--- src/rtl/uc_pkg.sv ---
// Shared types and encodings for the UT control unit.
package uc_pkg;

  typedef enum logic [3:0] {
    IDLE,
    F_REQ,
    F_LD,
    PC_A,
    PC_B,
    PC_W,
    DEC,
    RS1,
    OP2,
    WB,
    TRAP
  } state_t;

  typedef enum logic [1:0] {
    OP_ADD,
    OP_SUB,
    OP_ADDI,
    OP_ILL
  } op_t;

  localparam logic [6:0] OPC_OP     = 7'b0110011;
  localparam logic [6:0] OPC_OP_IMM = 7'b0010011;
  localparam logic [2:0] F3_ADD     = 3'b000;
  localparam logic [6:0] F7_ADD     = 7'b0000000;
  localparam logic [6:0] F7_SUB     = 7'b0100000;

  // Only x0..x3 exist in the UT register file.
  localparam logic [4:0] MAX_REG    = 5'd3;

  localparam logic [31:0] PC_STEP   = 32'd4;

endpackage

--- src/rtl/uc_decode.sv ---
// Combinational decode of the UT instruction register into operation and register indices.
module uc_decode
  import uc_pkg::*;
(
  input  logic [31:0] instr,
  output op_t         op,
  output logic [4:0]  rs1,
  output logic [4:0]  rs2,
  output logic [4:0]  rd,
  output logic        illegal
);

  logic [6:0] opcode;
  logic [2:0] funct3;
  logic [6:0] funct7;
  logic       regs_bad;

  // Field extraction, operation match and register-range check.
  always_comb begin
    opcode = instr[6:0];
    rd     = instr[11:7];
    funct3 = instr[14:12];
    rs1    = instr[19:15];
    rs2    = instr[24:20];
    funct7 = instr[31:25];

    op = OP_ILL;
    if (opcode == OPC_OP && funct3 == F3_ADD && funct7 == F7_ADD) begin
      op = OP_ADD;
    end else if (opcode == OPC_OP && funct3 == F3_ADD && funct7 == F7_SUB) begin
      op = OP_SUB;
    end else if (opcode == OPC_OP_IMM && funct3 == F3_ADD) begin
      op = OP_ADDI;
    end

    // rs2 only matters for R-type; ADDI carries immediate bits there.
    regs_bad = (rs1 > MAX_REG) || (rd > MAX_REG) ||
               ((op == OP_ADD || op == OP_SUB) && (rs2 > MAX_REG));
    illegal  = (op == OP_ILL) || regs_bad;
  end

endmodule

--- src/rtl/uc_sequencer.sv ---
// Multi-cycle control unit driving the UT datapath: fetch, PC+4, decode, execute.
//
//   state | meaning
//   ------+---------------------------------------------------------
//   IDLE  | stopped at an instruction boundary, waiting for run
//   F_REQ | PC on bus, memory request outstanding, timeout running
//   F_LD  | fetched word onto rd_data, loaded into UT IR
//   PC_A  | PC into ALU operand A
//   PC_B  | constant 4 into ALU operand B
//   PC_W  | ALU sum written back to PC
//   DEC   | classify IR contents, trap on illegal
//   RS1   | register rs1 into operand A
//   OP2   | immediate or register rs2 into operand B
//   WB    | ALU result into rd, capture carry, retire
//   TRAP  | fault, held until reset
module uc_sequencer
  import uc_pkg::*;
#(
  parameter int COUNT_W = 16,
  parameter int TIMEOUT = 255
) (
  input  logic               clk,
  input  logic               rst,
  input  logic               run,
  output logic               mem_req,
  input  logic               mem_ack,
  input  logic [31:0]        mem_rdata,
  output logic [31:0]        rd_data,
  input  logic [31:0]        instr,
  input  logic               ALU_carry,
  output logic               sel_alu_func,
  output logic               ir_en,
  output logic               immgen_bus_en,
  output logic               ALU_bus_en,
  output logic               a_en,
  output logic               b_en,
  output logic               pc_en,
  output logic               pc_bus_en,
  output logic               rf_wen,
  output logic               rf_ren,
  output logic               rf_bus_en,
  output logic               rd_bus_en,
  output logic [4:0]         rf_addr_sel,
  output logic               carry_flag,
  output logic               trap,
  output logic               busy,
  output logic [COUNT_W-1:0] instr_count
);

  // Down-counter reloaded on every fetch; trap when it hits zero with no ack.
  localparam int WAIT_W = (TIMEOUT > 1) ? $clog2(TIMEOUT) : 1;
  localparam logic [WAIT_W-1:0] WAIT_LOAD = WAIT_W'(TIMEOUT - 1);

  state_t               state_q, state_d;
  logic [WAIT_W-1:0]    wait_q, wait_d;
  logic [31:0]          latch_q, latch_d;
  logic                 carry_q, carry_d;
  logic [COUNT_W-1:0]   count_q, count_d;

  op_t                  op;
  logic [4:0]           rs1, rs2, rd;
  logic                 illegal;

  uc_decode u_decode (
    .instr   (instr),
    .op      (op),
    .rs1     (rs1),
    .rs2     (rs2),
    .rd      (rd),
    .illegal (illegal)
  );

  // State and datapath registers; reset aborts any instruction in flight.
  always_ff @(posedge clk or negedge rst) begin
    if (!rst) begin
      state_q <= IDLE;
      wait_q  <= '0;
      latch_q <= '0;
      carry_q <= 1'b0;
      count_q <= '0;
    end else begin
      state_q <= state_d;
      wait_q  <= wait_d;
      latch_q <= latch_d;
      carry_q <= carry_d;
      count_q <= count_d;
    end
  end

  // Next-state, fetch timeout, instruction latch and retirement bookkeeping.
  always_comb begin
    state_d = state_q;
    wait_d  = wait_q;
    latch_d = latch_q;
    carry_d = carry_q;
    count_d = count_q;
    case (state_q)
      IDLE: begin
        if (run) begin
          state_d = F_REQ;
          wait_d  = WAIT_LOAD;
        end
      end
      F_REQ: begin
        if (mem_ack) begin
          latch_d = mem_rdata;
          state_d = F_LD;
        end else if (wait_q == '0) begin
          state_d = TRAP;
        end else begin
          wait_d = wait_q - WAIT_W'(1);
        end
      end
      F_LD:  state_d = PC_A;
      PC_A:  state_d = PC_B;
      PC_B:  state_d = PC_W;
      PC_W:  state_d = DEC;
      DEC:   state_d = illegal ? TRAP : RS1;
      RS1:   state_d = OP2;
      OP2:   state_d = WB;
      WB: begin
        carry_d = ALU_carry;
        count_d = count_q + COUNT_W'(1);
        if (run) begin
          state_d = F_REQ;
          wait_d  = WAIT_LOAD;
        end else begin
          state_d = IDLE;
        end
      end
      TRAP:    state_d = TRAP;
      default: state_d = IDLE;
    endcase
  end

  // Moore control decode: exactly one bus driver per cycle at most.
  always_comb begin
    mem_req       = 1'b0;
    sel_alu_func  = 1'b0;
    ir_en         = 1'b0;
    immgen_bus_en = 1'b0;
    ALU_bus_en    = 1'b0;
    a_en          = 1'b0;
    b_en          = 1'b0;
    pc_en         = 1'b0;
    pc_bus_en     = 1'b0;
    rf_wen        = 1'b0;
    rf_ren        = 1'b0;
    rf_bus_en     = 1'b0;
    rd_bus_en     = 1'b0;
    rf_addr_sel   = 5'd0;
    trap          = 1'b0;
    case (state_q)
      F_REQ: begin
        pc_bus_en = 1'b1;
        mem_req   = 1'b1;
      end
      F_LD: begin
        rd_bus_en = 1'b1;
        ir_en     = 1'b1;
      end
      PC_A: begin
        pc_bus_en = 1'b1;
        a_en      = 1'b1;
      end
      PC_B: begin
        rd_bus_en = 1'b1;
        b_en      = 1'b1;
      end
      PC_W: begin
        ALU_bus_en = 1'b1;
        pc_en      = 1'b1;
      end
      RS1: begin
        rf_addr_sel = rs1;
        rf_ren      = 1'b1;
        rf_bus_en   = 1'b1;
        a_en        = 1'b1;
      end
      OP2: begin
        b_en = 1'b1;
        if (op == OP_ADDI) begin
          immgen_bus_en = 1'b1;
        end else begin
          rf_addr_sel = rs2;
          rf_ren      = 1'b1;
          rf_bus_en   = 1'b1;
        end
      end
      WB: begin
        ALU_bus_en   = 1'b1;
        sel_alu_func = (op == OP_SUB);
        rf_addr_sel  = rd;
        rf_wen       = (rd != 5'd0);
      end
      TRAP:    trap = 1'b1;
      default: ;
    endcase
  end

  assign rd_data     = (state_q == PC_B) ? PC_STEP : latch_q;
  assign busy        = (state_q != IDLE) && (state_q != TRAP);
  assign carry_flag  = carry_q;
  assign instr_count = count_q;

endmodule

--- config.mk ---
export PLATFORM = sky130hd
export DESIGN_NAME = uc_sequencer
export DESIGN_NICKNAME = d
export VERILOG_FILES = /design/src/rtl/uc_pkg.sv /design/src/rtl/uc_decode.sv /design/src/rtl/uc_sequencer.sv
export SDC_FILE = /design/constraint.sdc
export NUM_CORES = 1
export LEC_CHECK = 0
export CORE_MARGIN = 4
export CORE_UTILIZATION = 40
export CTS_BUF_LIST = sky130_fd_sc_hd__clkbuf_4 sky130_fd_sc_hd__clkbuf_8
export CTS_CLUSTER_SIZE = 16
export DETAILED_ROUTE_END_ITERATION = 7
export GPL_ROUTABILITY_DRIVEN = 0
export PLACE_DENSITY_LB_ADDON = 0.15
export RECOVER_POWER = 100
export SLEW_MARGIN = 20
export SYNTH_ARGS = -nofsm -noshare
export SYNTH_HDL_FRONTEND = slang
export SYNTH_SLANG_ARGS = --single-unit
--- constraint.sdc ---
create_clock -name clk -period 2.05 [get_ports clk]
set_clock_uncertainty 0.2 [all_clocks]
set_input_delay 0.41 -clock clk [delete_from_list [all_inputs] [get_ports clk]]
set_output_delay 0.41 -clock clk [all_outputs]
set_load 0.05 [all_outputs]
==> results.json <==
{
  "status": "finished, violations left",
  "failed_checks": "negative setup slack",
  "yosysUniqueCellTypes": 50,
  "cpPeakStageDelay_ns": 0.47,
  "crit_path_cell_trace": "and4bb_4 > and4_4 > buf_12",
  "final_core_util": 0.777,
  "routed_via_density": 5.17,
  "hold_depth": 1,
  "yosys_warnings": 0,
  "min_from": "instr_count[15]",
  "grt_pass1_vias": 3131,
  "cts_max_level": 3,
  "root_buffer": "clkbuf_8",
  "initial_core_util": 0.416,
  "crit_slowest_cell": "and4bb_4",
  "synth_top_area_cell": "dfrtp_1",
  "drv_cap": 0,
  "critPathMaxFanout": 8,
  "relSlewSlack": 0.438,
  "coreArea_um2": 7810,
  "p_int_mw": 5.29,
  "n_antenna_cell": 0,
  "yosysTopAreaCellShare": 0.470,
  "ys_top_cells_by_count": "dfrtp_1 (61), nor2b_1 (32), mux2_1 (30)",
  "regToRegSetupSlack_ns": -0.21,
  "portBuffers": 137,
  "finalPower_mw": 9.59,
  "endpoint_kind": "primary output",
  "post-route-period-util": 1.11,
  "nFillCells": 473,
  "clock_latency_ns": 0.35,
  "min_to": "instr_count[15]",
  "avgSynthCellArea_um2": 10.6,
  "grt_pass1_wl_um": 15300,
  "yosysMostFrequentCell": "dfrtp_1",
  "die-area_um2": 9630,
  "synth_top_cells_by_area": "dfrtp_1 (47%), mux2_1 (10%), nor2b_1 (6.2%), nor3_1 (2.9%), xor2_1 (2.7%)",
  "ant_nets": 0,
  "max_freq_mhz": 440,
  "pwr-share-comb": 0.669,
  "ys_ff_latch": 61,
  "antenna_found_initial": 0,
  "p_leak_nw": 2.76,
  "synthArstFlopShare": 1.00,
  "cts.path.max_buffers": 2,
  "startpoint_type": "flop",
  "power_density_nw_per_um2": 1580,
  "drtIter0Drc": 90,
  "synthesis.nets": 379,
  "seqPwrFrac": 0.205,
  "hp-class": "flop to flop",
  "die_h_um": 98.1,
  "hold_viol": 0,
  "synth_edf_count": 0,
  "grt_setup_unrepaired": "true",
  "drc_errors": 0,
  "maxSlewViolCount": 0,
  "r2r_end": "state_q[3]",
  "worst-r2r-cell-count": 7,
  "grt_max_degree": 62,
  "synthCells": 307,
  "synth-seq-area-share": 0.470,
  "ys.flop_type": "dfrtp_1",
  "clkSlewWorstSetupHoldPaths_ns": 0.07,
  "swShare": 0.448,
  "pin_count": 138,
  "drive_gt1_frac": 0.489,
  "wl_per_cell_um": 17.6,
  "setup_viol": 93,
  "critPathKind": "flop to primary output",
  "rows": 32,
  "cp.required_ns": 1.44,
  "gr-usage-all-layers": 0.197,
  "worst-slew-pin-transition_ns": 0.843,
  "drtPass1Iterations": 4,
  "ir_worst_vdd_v": 0.000994,
  "routed-via-count": 3107,
  "nets": 566,
  "dpl.hpwl_um": 6380,
  "final.setup.worst_slack_ns": -0.225,
  "cts_buffers": 9,
  "overflow": 0,
  "p_switching_mw": 4.30,
  "rr_startpoint": "state_q[3]",
  "arrival_ns": 1.67,
  "cts_sinks": 61,
  "cts_tree": "built",
  "clockPowerShare": 0.126,
  "wirelength_um": 10600,
  "synth.cell_area_um2": 3250,
  "die_width_um": 98.1,
  "fin_crit_ns": 2.28,
  "synthToLayoutAreaGrowth_pct": 86.7
}
-- critical path, delay by kind of cell (launching register included) --
family                 cells  cell delay (ns)
AND/OR/NAND/NOR            2             0.73
buffers and inverters      1             0.13
flip-flops                 1             0.46
-- cell families after synthesis --
logic type,Yosys count,synth area share
flops,61,0.470
fa+ha+maj,3,0.0116
mux,36,0.124
buf+inv,30,0.0462
simple gates,118,0.215
compound gates,42,0.0874
xor+xnor,17,0.0458
-- flip-flops by register name (all words and copies together) (netlist names) --
signal,count
latch_q,32
instr_count,16
wait_q,8
state_q,4
carry_flag,1
-- cell type report --
type,count,area (um^2),share of cell area
tap,102,128,0.0210
clock inverter,6,86.3,0.0142
sequential,61,1530,0.252
clock buffer,10,138,0.0227
multi-input combinational,216,2100,0.347
inverter,15,63.8,0.0105
timing repair buffer,191,2020,0.333
-- placed cells by master (no fill, tap or decap), types with 6 or more instances in the layout --
master / netlist / layout
a21oi_1: 9 / 7
xnor2_1: 7 / 7
nor3_2: 0 / 7
mux2_4: 0 / 30
nor2b_1: 32 / 14
dfrtp_1: 61 / 59
dlygate4sd2_1: 0 / 10
clkbuf_8: 0 / 10
buf_6: 4 / 59
inv_1: 14 / 14
buf_12: 0 / 14
xor2_1: 10 / 10
buf_4: 2 / 28
clkbuf_1: 8 / 10
clkdlybuf4s50_1: 0 / 51
nand2_1: 8 / 6
nor2b_2: 0 / 13
nor3_1: 19 / 9
nor2_1: 16 / 10
-- worst max path at each step --
stage	start	endpoint	slack (ns)	cells after the start
global placement	instr[3]	rf_addr_sel[3]	-0.45	7
detailed placement	instr[3]	rf_addr_sel[1]	-0.49	7
CTS	state_q[3]	rd_data[2]	-0.22	6
finish	state_q[2]	sel_alu_func	-0.23	3
global route	state_q[1]	rd_data[5]	-0.29	6
floorplan	state_q[1]	rf_addr_sel[0]	-0.33	4
-- stage by stage --
step | instances | worst slack [ns] | cell area, um^2 | setup TNS (ns) | hold slack (ns)
2_1_floorplan | 307 | -0.331 | 3320 | -12.21 | -0.0856
3_3_place_gp | 563 | -0.453 | 4970 | -4.51 | 0.243
3_5_place_dp | 563 | -0.489 | 4970 | -4.95 | 0.249
4_1_cts | 595 | -0.224 | 5700 | -13.87 | 0.281
5_1_grt | 601 | -0.291 | 6070 | -19.65 | 0.311
6_report | 601 | -0.225 | 6070 | -14.12 | 0.274
-- layer usage --
layer / global-route usage / wire length [um]
met1: 0.237 / 4160
met2: 0.331 / 5340
met3: 0.0507 / 780
met4: 0.0863 / 282
met5: 0 / 0
-- power by group through the flow --
| stage | Sequential, mW | Clock (mW) | Combinational (mW) |
|---|---|---|---|
| 2_1_floorplan | 1.98 | 0 | 3.13 |
| 3_3_place_gp | 1.90 | 0 | 4.88 |
| 3_5_place_dp | 1.92 | 0 | 4.92 |
| 4_1_cts | 1.92 | 1.23 | 5.69 |
| 5_1_grt | 2.01 | 1.29 | 6.70 |
| 6_report | 1.97 | 1.21 | 6.41 |
-- what timing repair did --
action,in CTS,in global routing
setup endpoints to repair,64,99
gates resized for setup,127,86
cloned,2,3
pin swaps,16,19
hold endpoints to repair,61,0
setup buffers,13,5
hold buffers,1,0
No activity file was read; power rests on OpenSTA's default activity.
